==> src/rtl/inst_fetch_queue_if.sv <==
// Fetch-queue bus bundle: memory request/response, decoder head, and redirects.
// The master modport is the fetch unit; slave is its memory/decoder/ROB environment.
interface inst_fetch_queue_if;
   logic        mem_req;
   logic [31:0] mem_addr;
   logic        mem_done;
   logic [31:0] mem_data;
   logic        inst_valid;
   logic [31:0] inst_pc;
   logic [31:0] inst;
   logic        inst_pred_taken;
   logic        dec_ready;
   logic        flush_in;
   logic [31:0] flush_pc;
   logic        jalr_done_in;
   logic [31:0] jalr_pc_in;
   logic        queue_full;

   modport master (
      output mem_req, mem_addr, inst_valid, inst_pc, inst, inst_pred_taken, queue_full,
      input  mem_done, mem_data, dec_ready, flush_in, flush_pc, jalr_done_in, jalr_pc_in
   );

   modport slave (
      input  mem_req, mem_addr, inst_valid, inst_pc, inst, inst_pred_taken, queue_full,
      output mem_done, mem_data, dec_ready, flush_in, flush_pc, jalr_done_in, jalr_pc_in
   );
endinterface

==> src/rtl/inst_fetch_queue.sv <==
// Instruction fetch unit: owns the fetch PC, issues one memory request at a time and
// buffers results in a show-ahead FIFO. Optional PREDICT_BTFN_EN: backward branches taken.
//
// state  | meaning
// IDLE   | ready to issue the next fetch when a FIFO slot is free
// WAIT   | request outstanding, waiting for mem_done
// JSTALL | JALR fetched, waiting for the resolved target
// DROP   | request outstanding but flushed; its data is thrown away
module inst_fetch_queue #(
   parameter int          QUEUE_DEPTH_BIT = 3,
   parameter logic [31:0] RESET_PC        = 32'h0
) (
   input logic                 clk_in,
   input logic                 rst_in,
   input logic                 rdy_in,
   inst_fetch_queue_if.master  ifq
);
   localparam int          DEPTH   = 1 << QUEUE_DEPTH_BIT;
   localparam logic [6:0]  OP_JAL  = 7'b1101111;
   localparam logic [6:0]  OP_JALR = 7'b1100111;
`ifdef PREDICT_BTFN_EN
   localparam logic [6:0]  OP_BR   = 7'b1100011;
`endif

   typedef enum logic [1:0] {S_IDLE, S_WAIT, S_JSTALL, S_DROP} state_t;

   state_t                   r_state, w_state_nxt;
   logic [31:0]              r_fetch_pc, w_fetch_pc_nxt;
   logic                     r_mem_req, w_mem_req_nxt;
   logic [31:0]              r_mem_addr, w_mem_addr_nxt;
   logic [QUEUE_DEPTH_BIT-1:0] r_wr_ptr, r_rd_ptr;
   logic [QUEUE_DEPTH_BIT:0] r_count;
   logic [31:0]              r_pc_mem   [DEPTH];
   logic [31:0]              r_inst_mem [DEPTH];
   logic                     w_push, w_pop, w_full, w_empty;
   logic [31:0]              w_imm_j;
`ifdef PREDICT_BTFN_EN
   logic                     r_pred_mem [DEPTH];
   logic                     w_pred;
   logic [31:0]              w_imm_b;
`endif

   // Count never exceeds DEPTH, so its top bit alone marks a full queue.
   assign w_full  = r_count[QUEUE_DEPTH_BIT];
   assign w_empty = (r_count == '0);
   assign w_pop   = !w_empty && ifq.dec_ready && rdy_in && !ifq.flush_in;

   assign w_imm_j = {{12{ifq.mem_data[31]}}, ifq.mem_data[19:12], ifq.mem_data[20],
                     ifq.mem_data[30:21], 1'b0};
`ifdef PREDICT_BTFN_EN
   assign w_imm_b = {{20{ifq.mem_data[31]}}, ifq.mem_data[7], ifq.mem_data[30:25],
                     ifq.mem_data[11:8], 1'b0};
`endif

   always_comb begin
      w_state_nxt    = r_state;
      w_fetch_pc_nxt = r_fetch_pc;
      w_mem_req_nxt  = r_mem_req;
      w_mem_addr_nxt = r_mem_addr;
      w_push         = 1'b0;
`ifdef PREDICT_BTFN_EN
      w_pred         = 1'b0;
`endif
      if (ifq.flush_in) begin
         w_fetch_pc_nxt = ifq.flush_pc;
         // A request still in flight must be drained before a new one may issue.
         if ((r_state == S_WAIT || r_state == S_DROP) && !ifq.mem_done) begin
            w_state_nxt = S_DROP;
         end else begin
            w_state_nxt   = S_IDLE;
            w_mem_req_nxt = 1'b0;
         end
      end else begin
         case (r_state)
            S_IDLE: begin
               if (!w_full) begin
                  w_mem_req_nxt  = 1'b1;
                  w_mem_addr_nxt = r_fetch_pc;
                  w_state_nxt    = S_WAIT;
               end
            end
            S_WAIT: begin
               if (ifq.mem_done) begin
                  w_push        = 1'b1;
                  w_mem_req_nxt = 1'b0;
                  w_state_nxt   = S_IDLE;
                  if (ifq.mem_data[6:0] == OP_JAL) begin
                     w_fetch_pc_nxt = r_fetch_pc + w_imm_j;
                  end else if (ifq.mem_data[6:0] == OP_JALR) begin
                     w_state_nxt = S_JSTALL;
`ifdef PREDICT_BTFN_EN
                  end else if (ifq.mem_data[6:0] == OP_BR && w_imm_b[31]) begin
                     w_fetch_pc_nxt = r_fetch_pc + w_imm_b;
                     w_pred         = 1'b1;
`endif
                  end else begin
                     w_fetch_pc_nxt = r_fetch_pc + 32'd4;
                  end
               end
            end
            S_JSTALL: begin
               if (ifq.jalr_done_in) begin
                  w_fetch_pc_nxt = ifq.jalr_pc_in;
                  w_state_nxt    = S_IDLE;
               end
            end
            S_DROP: begin
               if (ifq.mem_done) begin
                  w_mem_req_nxt = 1'b0;
                  w_state_nxt   = S_IDLE;
               end
            end
            default: w_state_nxt = S_IDLE;
         endcase
      end
   end

   always_ff @(posedge clk_in or negedge rst_in) begin
      if (!rst_in) begin
         r_state    <= S_IDLE;
         r_fetch_pc <= RESET_PC;
         r_mem_req  <= 1'b0;
         r_mem_addr <= 32'h0;
         r_wr_ptr   <= '0;
         r_rd_ptr   <= '0;
         r_count    <= '0;
      end else if (rdy_in) begin
         r_state    <= w_state_nxt;
         r_fetch_pc <= w_fetch_pc_nxt;
         r_mem_req  <= w_mem_req_nxt;
         r_mem_addr <= w_mem_addr_nxt;
         if (ifq.flush_in) begin
            r_wr_ptr <= '0;
            r_rd_ptr <= '0;
            r_count  <= '0;
         end else begin
            if (w_push) r_wr_ptr <= r_wr_ptr + 1'b1;
            if (w_pop)  r_rd_ptr <= r_rd_ptr + 1'b1;
            if (w_push && !w_pop)      r_count <= r_count + 1'b1;
            else if (!w_push && w_pop) r_count <= r_count - 1'b1;
         end
      end
   end

   always_ff @(posedge clk_in) begin
      if (rdy_in && w_push) begin
         r_pc_mem[r_wr_ptr]   <= r_fetch_pc;
         r_inst_mem[r_wr_ptr] <= ifq.mem_data;
`ifdef PREDICT_BTFN_EN
         r_pred_mem[r_wr_ptr] <= w_pred;
`endif
      end
   end

   assign ifq.mem_req    = r_mem_req;
   assign ifq.mem_addr   = r_mem_addr;
   assign ifq.inst_valid = !w_empty;
   assign ifq.inst_pc    = r_pc_mem[r_rd_ptr];
   assign ifq.inst       = r_inst_mem[r_rd_ptr];
   assign ifq.queue_full = w_full;
`ifdef PREDICT_BTFN_EN
   assign ifq.inst_pred_taken = !w_empty && r_pred_mem[r_rd_ptr];
`else
   assign ifq.inst_pred_taken = 1'b0;
`endif
endmodule

==> src/flat_wrapper.sv <==
// flat-port wrapper written by rule: the top's interface ports become plain ports
module inst_fetch_queue_flat 
#(
   parameter int          QUEUE_DEPTH_BIT = 3,
   parameter logic [31:0] RESET_PC        = 32'h0
)
  (clk_in, rst_in, rdy_in, ifq_mem_req, ifq_mem_addr, ifq_inst_valid, ifq_inst_pc, ifq_inst, ifq_inst_pred_taken, ifq_queue_full, ifq_mem_done, ifq_mem_data, ifq_dec_ready, ifq_flush_in, ifq_flush_pc, ifq_jalr_done_in, ifq_jalr_pc_in);
  inst_fetch_queue_if ifq_i ();
  input logic clk_in;
  input logic rst_in;
  input logic rdy_in;
  output wire logic [$bits(ifq_i.mem_req)-1:0] ifq_mem_req;
  output wire logic [$bits(ifq_i.mem_addr)-1:0] ifq_mem_addr;
  output wire logic [$bits(ifq_i.inst_valid)-1:0] ifq_inst_valid;
  output wire logic [$bits(ifq_i.inst_pc)-1:0] ifq_inst_pc;
  output wire logic [$bits(ifq_i.inst)-1:0] ifq_inst;
  output wire logic [$bits(ifq_i.inst_pred_taken)-1:0] ifq_inst_pred_taken;
  output wire logic [$bits(ifq_i.queue_full)-1:0] ifq_queue_full;
  input wire logic [$bits(ifq_i.mem_done)-1:0] ifq_mem_done;
  input wire logic [$bits(ifq_i.mem_data)-1:0] ifq_mem_data;
  input wire logic [$bits(ifq_i.dec_ready)-1:0] ifq_dec_ready;
  input wire logic [$bits(ifq_i.flush_in)-1:0] ifq_flush_in;
  input wire logic [$bits(ifq_i.flush_pc)-1:0] ifq_flush_pc;
  input wire logic [$bits(ifq_i.jalr_done_in)-1:0] ifq_jalr_done_in;
  input wire logic [$bits(ifq_i.jalr_pc_in)-1:0] ifq_jalr_pc_in;
  assign ifq_mem_req = ifq_i.mem_req;
  assign ifq_mem_addr = ifq_i.mem_addr;
  assign ifq_inst_valid = ifq_i.inst_valid;
  assign ifq_inst_pc = ifq_i.inst_pc;
  assign ifq_inst = ifq_i.inst;
  assign ifq_inst_pred_taken = ifq_i.inst_pred_taken;
  assign ifq_queue_full = ifq_i.queue_full;
  assign ifq_i.mem_done = ifq_mem_done;
  assign ifq_i.mem_data = ifq_mem_data;
  assign ifq_i.dec_ready = ifq_dec_ready;
  assign ifq_i.flush_in = ifq_flush_in;
  assign ifq_i.flush_pc = ifq_flush_pc;
  assign ifq_i.jalr_done_in = ifq_jalr_done_in;
  assign ifq_i.jalr_pc_in = ifq_jalr_pc_in;
  inst_fetch_queue #(.QUEUE_DEPTH_BIT(QUEUE_DEPTH_BIT), .RESET_PC(RESET_PC)) u_core (.clk_in(clk_in), .rst_in(rst_in), .rdy_in(rdy_in), .ifq(ifq_i));
endmodule
==> config.mk <==
export PLATFORM = sky130hd
export DESIGN_NAME = inst_fetch_queue_flat
export DESIGN_NICKNAME = d
export VERILOG_FILES = /design/src/rtl/inst_fetch_queue_if.sv /design/src/rtl/inst_fetch_queue.sv /design/src/flat_wrapper.sv
export SDC_FILE = /design/constraint.sdc
export NUM_CORES = 1
export LEC_CHECK = 0
export BUFFER_PORTS_ARGS = -buffer_cell sky130_fd_sc_hd__buf_2
export CORE_UTILIZATION = 50
export CTS_CLUSTER_DIAMETER = 120
export DETAILED_ROUTE_END_ITERATION = 8
export GPL_ROUTABILITY_DRIVEN = 0
export PLACE_DENSITY = 0.8
export SLEW_MARGIN = 5
export SYNTH_ARGS = -nofsm -noshare
export SYNTH_HDL_FRONTEND = slang
export SYNTH_SLANG_ARGS = --single-unit
==> constraint.sdc <==
create_clock -name clk_in -period 12.7 [get_ports clk_in]
set_clock_uncertainty 0.1 [all_clocks]
set_input_delay 1.905 -clock clk_in [delete_from_list [all_inputs] [get_ports clk_in]]
set_output_delay 1.905 -clock clk_in [all_outputs]
set_load 0.01 [all_outputs]
# Word level (Yosys, flattened, before mapping)

Memories as Yosys holds them, arrays and structs flattened.
Index checks and enable logic that the tools add are counted.

Register bits: 77
Bits in writable memories: 512
Input bits: 103
Output and inout bits: 100
Memories kept: 2

Add/subtract/negate cells: 6
Equal/unequal tests: 12
Mux-type cells: 32
Bitwise operators: 2
Reduce and logical (&&, ||, !) cells: 28

Memories:

| name              | words | width | rd ports | clocked after memory_dff | write ports | RTL line               | RTL |
|---|---|---|---|---|---|---|---|
| u_core.r_inst_mem | 8     | 32    | 1        | 0                        | 1           | inst_fetch_queue.sv:34 | `logic [31:0] r_inst_mem [DEPTH];` |
| u_core.r_pc_mem   | 8     | 32    | 1        | 0                        | 1           | inst_fetch_queue.sv:33 | `logic [31:0] r_pc_mem [DEPTH];` |

Operators by type and width:

| cell                  | count |
|---|---|
| $mux 32               | 5 |
| $pmux 32 s2           | 1 |
| $add 32x3->32 const B | 1 |
| $add 32x32->32        | 1 |
| $mux 2                | 8 |
| $reduce_and 5->1      | 3 |
| $eq 7x7->1 const B    | 2 |
| $mux 3                | 4 |
| $mux 4                | 3 |
| $ne 3x3->1 const B    | 4 |
| $mux 1                | 9 |
| $reduce_bool 3->1     | 3 |
| $pmux 2 s4            | 1 |
| $logic_and 1x1->1     | 7 |
| $add 3x1->3 const B   | 2 |
| $reduce_and 2->1      | 3 |
| $logic_not 1->1       | 5 |
| $add 4x1->4 const B   | 1 |
| $eq 2x2->1 const B    | 2 |
| $logic_not 4->1       | 1 |
| $ne 4x4->1 const B    | 1 |
| $reduce_and 4->1      | 1 |
| $reduce_bool 2->1     | 2 |
| $sub 4x1->4 const B   | 1 |
| 8 further kinds       | 9 |

# Logic depth before layout (Yosys ltp)

Gate-level depths: netlist (run 1).

Depth after elaboration: 9
Mapped depth: 12
Mapped depth without buffers: 12

# Least setup slack after synthesis (run 1)

OpenSTA, ideal clock, no wires.

Path type: input to register
Start: input ifq_mem_done
End: memory u_core.r_inst_mem[5][0], enable pin
Setup time: 0.565 ns
Data arrival time: 6.855 ns
Data required time: 12.035 ns
Setup slack: 5.180 ns
Cell stages on the path: 5
Buffers on the path: 0
Cells stage by stage: nor3b_2 -> nand2_1 -> nor2_1 -> nand2_1 -> nor3_1

Cells in the longest elaborated chain, start to end: 6

RTL lines:

| element                      | RTL line                | RTL |
|---|---|---|
| start: declaration           | flat_wrapper.sv:19      | `input wire logic [$bits(ifq_i.mem_done)-1:0] ifq_mem_done;` |
| $mux 1                       | inst_fetch_queue.sv:83  | `if (ifq.mem_done) begin` |
| $mux 1                       | inst_fetch_queue.sv:74  | `case (r_state)` |
| $mux 1                       | inst_fetch_queue.sv:64  | `if (ifq.flush_in) begin` |
| $logic_and 1x1->1            | inst_fetch_queue.sv:146 | `if (rdy_in && w_push) begin` |
| $mux 1                       | inst_fetch_queue.sv:146 |  |
| $mux 1 (implied by the code) | inst_fetch_queue.sv:148 | `r_inst_mem[r_wr_ptr] <= ifq.mem_data;` |
| end: declaration             | inst_fetch_queue.sv:34  |  |

Every way passes these cells.

# Worst setup path in the final report (run 1)

Start: register u_core.r_rd_ptr[0]
End: output ifq_inst[19]

Cells in the longest elaborated chain, start to end: 1

RTL lines:

| element                  | RTL line                | RTL |
|---|---|---|
| start: declaration       | inst_fetch_queue.sv:31  | `logic [QUEUE_DEPTH_BIT-1:0] r_wr_ptr, r_rd_ptr;` |
| start signal: assignment | inst_fetch_queue.sv:138 | `if (w_pop) r_rd_ptr <= r_rd_ptr + 1'b1;` |
| $mem_v2 8x32             | -                       |  |
| end: declaration         | flat_wrapper.sv:16      | `output wire logic [$bits(ifq_i.inst)-1:0] ifq_inst;` |

Every way passes these cells.

==> results of run 1 <==
==> cells by family (layout without fill, tap and decap cells) <==
group                      Yosys count  in the layout  synth area share, %
DFF                                589            589                 68.7
muxes                              164            164                 13.0
AOI/OAI and AO/OA                  228            228                 5.70
and+or+nand+nor                    395            395                 7.02
xor gates and xnor gates            49             49                 1.70
buffers and inverters              103            355                 1.94
adders and majority gates           37             37                 1.90
other                                1              2               0.0149
==> synth_stat cells (all sizes together) (3+ instances only) <==
| cell type | count | area [sq um] |
|---|---|---|
| nand2 | 261 | 980 |
| a31oi | 11 | 68.8 |
| o21bai | 4 | 30.0 |
| a211oi | 10 | 75.1 |
| o22ai | 26 | 163 |
| o31ai | 12 | 90.1 |
| nand3 | 15 | 75.1 |
| inv | 21 | 78.8 |
| nor2b | 4 | 25.0 |
| o221ai | 7 | 61.3 |
| ha | 35 | 438 |
| buf | 28 | 148 |
| a21o | 16 | 120 |
| clkbuf | 51 | 241 |
| dfrtp | 77 | 1930 |
| nor3 | 19 | 105 |
| mux4 | 128 | 2880 |
| and4 | 6 | 55.1 |
| and2 | 7 | 46.3 |
| mux2 | 33 | 372 |
| xnor2 | 23 | 201 |
| edfxtp | 512 | 15400 |
| and3 | 16 | 111 |
| nor2 | 39 | 146 |
| a221o | 3 | 30.0 |
| nor3b | 4 | 35.0 |
| or3 | 4 | 35.0 |
| nand4 | 10 | 62.6 |
| xor2 | 26 | 228 |
| mux2i | 3 | 30.0 |
| o21ai | 49 | 245 |
| a21oi | 67 | 347 |
==> critical path, stage by stage (launching register included) <==
cell	delay (ns)
dfrtp_4	0.90
buf_4	0.92
mux4_2	0.62
nand2_1	0.09
nand2_1	0.12
buf_2	0.16
==> layout by cell type (no fill, tap or decap), types with 12 or more instances in the layout <==
master,Yosys,layout
a21o_1,16,16
a21oi_1,64,63
and3_1,13,13
buf_2,13,200
buf_4,1,24
clkbuf_1,46,17
clkbuf_16,0,57
clkinv_2,1,12
dfrtp_1,77,74
edfxtp_1,512,512
ha_1,35,35
inv_1,21,20
mux2_2,33,33
mux4_2,128,128
nand2_1,261,261
nand3_1,15,15
nor2_1,39,37
o21ai_0,43,43
o22ai_1,26,26
o31ai_1,12,12
xnor2_1,23,23
xor2_1,26,26
==> metal layers <==
layer | share of wire, % | GRT usage [%]
met1 | 41 | 33.7
met2 | 48 | 38.8
met3 | 8.6 | 4.82
met4 | 2.6 | 7.37
met5 | 0 | 0
==> area by class of cell <==
cell class / instances / share of cell area, %
well taps: 664 / 2.89
diodes: 1 / 0.00871
multi-input cells: 874 / 25.9
clock inverters: 30 / 1.11
repair buffers: 224 / 4.11
flip-flops and latches: 589 / 60.3
inverters: 23 / 0.305
clock buffers: 78 / 5.38
==> power by group <==
group | switching [W] | internal, W | total, W
clock | 0.000705 | 0.000974 | 0.00168
combinational | 0.00100 | 0.000814 | 0.00181
sequential | 0.000309 | 0.00233 | 0.00264
total | 0.00202 | 0.00412 | 0.00614
==> stage by stage <==
step | setup WS (ns) | hold WS (ns) | util [%] | cell area, sq um | cells
2_1_floorplan | 5.18 | 0.376 | - | 25200 | 1566
3_3_place_gp | 7.43 | 0.387 | 54.4 | 26900 | 2374
3_5_place_dp | 7.25 | 0.396 | 54.4 | 26900 | 2374
4_1_cts | 7.09 | 0.412 | 58.2 | 28700 | 2482
5_1_grt | 6.93 | 0.423 | 58.2 | 28700 | 2482
6_report | 7.19 | 0.410 | 58.2 | 28700 | 2483
==> final timing paths <==
check                                          end  slack [ns]  cells after the start
setup / recovery                      ifq_inst[19]        7.19                      5
hold / removal              u_core.ifq.mem_addr[5]        0.41                      1
setup reg to reg             u_core.r_fetch_pc[28]        9.07                      8
hold reg to reg             u_core.ifq.mem_addr[5]        0.41                      1
max in group asynchronous       u_core.r_rd_ptr[0]       10.14                      2
min in group asynchronous  u_core.ifq.mem_addr[14]        1.08                      1
==> registers in the layout, summed over array words and instances, names as in the netlist <==
signal	cells
u_core.r_state	2
u_core.r_pc_mem	256
u_core.r_wr_ptr	3
u_core.ifq.mem_req	1
u_core.ifq.mem_addr	32
u_core.r_rd_ptr	3
u_core.r_count	4
u_core.r_inst_mem	256
u_core.r_fetch_pc	32
==> run_results.csv, run 1 <==
group,metric,value,unit
yosys,synth_seq_area_share,68.7,%
detailed_routing,ant_nets,0,
timing,tightest_slew,1.21,ns
grt,grt_antenna_before_repair,0,
floorplan,dieHeight,226,microns
setup_path,crit_start,"u_core.r_rd_ptr[0]",
worst_hold_path,hp-class,"reg2reg",
setup_path,critPathRequiredTime,10.69,ns
grt,grtUsageTotal,24.2,%
pwr,total_power,0.00614,W
clock_network,cts.path.max_buffers,3,
layout,ff_latch_area,17300,sq um
grt,grt_overflow_total,0,
detailed_routing,via_per_inst,6.04,
yosys,synth_area,25200,sq um
floorplan,row_count,81,
detailed_routing,first_pass_iters,7,
detailed_routing,routed_wl,61200,microns
timing,period_share,43.4,%
placement,hpwl,36100,microns
yosys,syn_inst,1566,
layout,area_delta_synth_final,14.0,%
yosys,ys_types,74,
grt,grt_max_degree,76,
floorplan,num_io_pins,203,
floorplan,start_util,51.0,%
yosys,syn_area_per_cell,16.1,sq um
layout,drive_above_1_share,27.6,%
pwr,leakage,10.2,nW
setup_path,path_max_fanout,54,
placement,numPortBuffers,201,
setup_path,critPathCaptureType,"output port",
setup_path,critPathLaunchType,"register",
clock_network,cts_tree,"built",
layout,multi_input_area,7450,sq um
timing,hold_violations,0,
clock_network,numCtsBuffers,57,
floorplan,design.die.area,51300,sq um
yosys,synth-seq-cells,589,
yosys,ys.flop_type,"edfxtp_1",
timing,rsz0062_at_grt,"no",
setup_path,path_class,"reg2out",
yosys,synth-edff-count,512,
yosys,async_flop_share,13.1,%
pwr,power_density,214,nW/um^2
clock_network,numClockSinks,589,
clock_network,cts_resized,0,
yosys,syn_nets,1706,
detailed_routing,wl_per_cell,24.6,microns
clock_network,postCtsSetupRepairBufs,0,
timing,setup-violations-final,0,
worst_hold_path,min-delay-start,"u_core.ifq.mem_addr[5]",
clock_network,root_buffer,"clkbuf_16",
grt,grt_pass1_wl,91500,microns
timing,drv_slew,0,
detailed_routing,drc_errors,0,
floorplan,fp.dieW,226,microns
outcome,status,"finished clean",
pwr,vdd_drop_max,0.172,mV
detailed_routing,drtIter0Drc,1799,
floorplan,core,49400,sq um
setup_path,timing.rr.start,"u_core.r_state[0]",
clock_network,hold_buffers,0,
clock_network,clkTransAtPathRegs,0.06,ns
timing,fmax,182,MHz
timing,fin_tns_setup,0,ns
clock_network,clk_latency,0.61,ns
grt,grt_pass1_vias,15100,
job,cap_viol_max_count,0,
timing,relSlewSlack,19.5,%
detailed_routing,vias,15000,
clock_network,cts_max_level,2,
yosys,ys_warn_count,0,
setup_path,arrival,3.50,ns
layout,fillers,3649,
layout,num-nets-final,1909,
timing,min_period,5.51,ns
(Power assumes the default switching activity.)
==> inputs of run 2 (changes only) <==
clock period = 5.7 ns   (was 12.7 ns; I/O delays follow)
==> run_results.csv, run 2 (synthesis results as in run 1) <==
group,metric,value,unit
setup_path,path_max_fanout,46,
pwr,leakage,10.2,nW
floorplan,start_util,51.0,%
clock_network,numClockSinks,589,
clock_network,cts.path.max_buffers,3,
pwr,power_density,474,nW/um^2
floorplan,dieHeight,226,microns
grt,grtUsageTotal,24.6,%
floorplan,design.die.area,51300,sq um
layout,mostFrequentLayoutCells,"512 x edfxtp_1, 261 x nand2_1, 200 x buf_2",
layout,final_common_cell,"edfxtp_1",
clock_network,numCtsBuffers,55,
detailed_routing,first_pass_iters,6,
grt,grt_pass1_wl,92600,microns
clock_network,cts_max_level,2,
setup_path,setup.worst_path.end,"ifq_inst_pc[0]",
detailed_routing,drc_errors,0,
detailed_routing,vias,15200,
grt,grt_max_degree,71,
setup_path,reg2reg_depth,10,
clock_network,postCtsSetupRepairBufs,0,
setup_path,r2r_slack,2.18,ns
timing,period_share,71.3,%
setup_path,timing.rr.start,"u_core.r_fetch_pc[8]",
setup_path,timing.rr.end,"u_core.r_fetch_pc[29]",
floorplan,fp.dieW,226,microns
timing,drv_slew,0,
clock_network,hold_buffers,1,
layout,finish.instance_area,28700,sq um
placement,place_area,26900,sq um
floorplan,row_count,81,
timing,rsz0062_at_grt,"no",
pwr,vdd_drop_max,0.286,mV
detailed_routing,ant_nets,0,
clock_network,root_buffer,"clkbuf_16",
clock_network,clk_latency,0.61,ns
layout,fillers,3663,
detailed_routing,via_per_inst,6.14,
layout,area_delta_synth_final,14.0,%
setup_path,critPathRequiredTime,4.74,ns
layout,num-nets-final,1911,
job,cap_viol_max_count,0,
worst_hold_path,hp-class,"reg2reg",
clock_network,cts_resized,0,
floorplan,num_io_pins,203,
placement,numPortBuffers,201,
setup_path,path_class,"reg2out",
grt,grt_overflow_total,0,
outcome,status,"finished clean",
grt,grt_pass1_vias,15200,
layout,drive_above_1_share,27.8,%
setup_path,arrival,3.11,ns
floorplan,core,49400,sq um
timing,hold_violations,0,
timing,setup-violations-final,0,
grt,grt_antenna_before_repair,0,
grt,globalRouteMet3Util,4.56,%
detailed_routing,drtIter0Drc,1666,
timing,relSlewSlack,24.0,%
clock_network,clkTransAtPathRegs,0.06,ns
layout,diodes,0,
grt,use_met2,38.6,%
grt,met1_usage,34.8,%
detailed_routing,routed_wl,61600,microns
grt,top_usage_layer,"met2",
timing,tightest_slew,1.14,ns
setup_path,critPathLaunchType,"register",
pwr,total_power,0.0136,W
timing,min_period,4.06,ns
placement,hpwl,37100,microns
detailed_routing,wl_per_cell,24.8,microns
timing,fmax,246,MHz
setup_path,critPathCaptureType,"output port",
layout,largestRegisters,"u_core.r_inst_mem: 256 flops, u_core.r_pc_mem: 256 flops",
clock_network,cts_tree,"built",
setup_path,crit_start,"u_core.r_rd_ptr[0]",
==> run 2: final cells by class <==
cell class	instances	area, sq um	share of cell area, %
clock inverters	36	328	1.14
repair buffers	228	1260	4.40
clock buffers	66	1460	5.07
well taps	664	831	2.89
multi-input cells	874	7450	25.9
flip-flops and latches	589	17300	60.3
inverters	23	87.6	0.305
==> run 2: worst min path at each step <==
stage	start	to	slack [ns]	cells past startpoint
after floorplan	u_core.r_count[2]	u_core.r_count[2]	0.38	2
after global routing	ifq_mem_data[9]	u_core.r_inst_mem[0][9]	0.41	1
after global placement	u_core.ifq.mem_addr[28]	u_core.ifq.mem_addr[28]	0.39	1
after CTS	ifq_mem_data[7]	u_core.r_inst_mem[7][7]	0.39	1
final	u_core.ifq.mem_addr[8]	u_core.ifq.mem_addr[8]	0.41	1
after detailed placement	u_core.ifq.mem_addr[27]	u_core.ifq.mem_addr[27]	0.39	1
==> run 2: through the flow <==
step	util, %	hold WS (ns)	setup TNS [ns]	worst slack (ns)	instances
after floorplan	-	0.376	-295.04	-0.770	1566
after global routing	58.2	0.410	0	1.39	2480
after global placement	54.6	0.387	0	2.05	2377
final	58.2	0.409	0	1.64	2480
after CTS	58.2	0.388	0	1.49	2480
after detailed placement	54.6	0.392	0	1.86	2377
==> run 2: report_power, final <==
group / leakage [nW] / switching [W] / internal [W]
sequential: 5.54 / 0.000746 / 0.00520
combinational: 3.79 / 0.00221 / 0.00183
clock: 0.877 / 0.00157 / 0.00205
total: 10.2 / 0.00452 / 0.00908
==> run 2: critical path: stages, from the launching register on <==
cell,delay (ns)
dfrtp_4,1.08
buf_12,0.38
mux4_2,0.57
nand2_1,0.08
nand2_1,0.12
buf_2,0.18
==> run 2: layer usage <==
layer | vias to the layer above | routed length, microns
met5 | - | 0
met4 | 0 | 1940
met2 | 839 | 29000
met3 | 132 | 5970
li1 | 6507 | -
met1 | 7749 | 24700
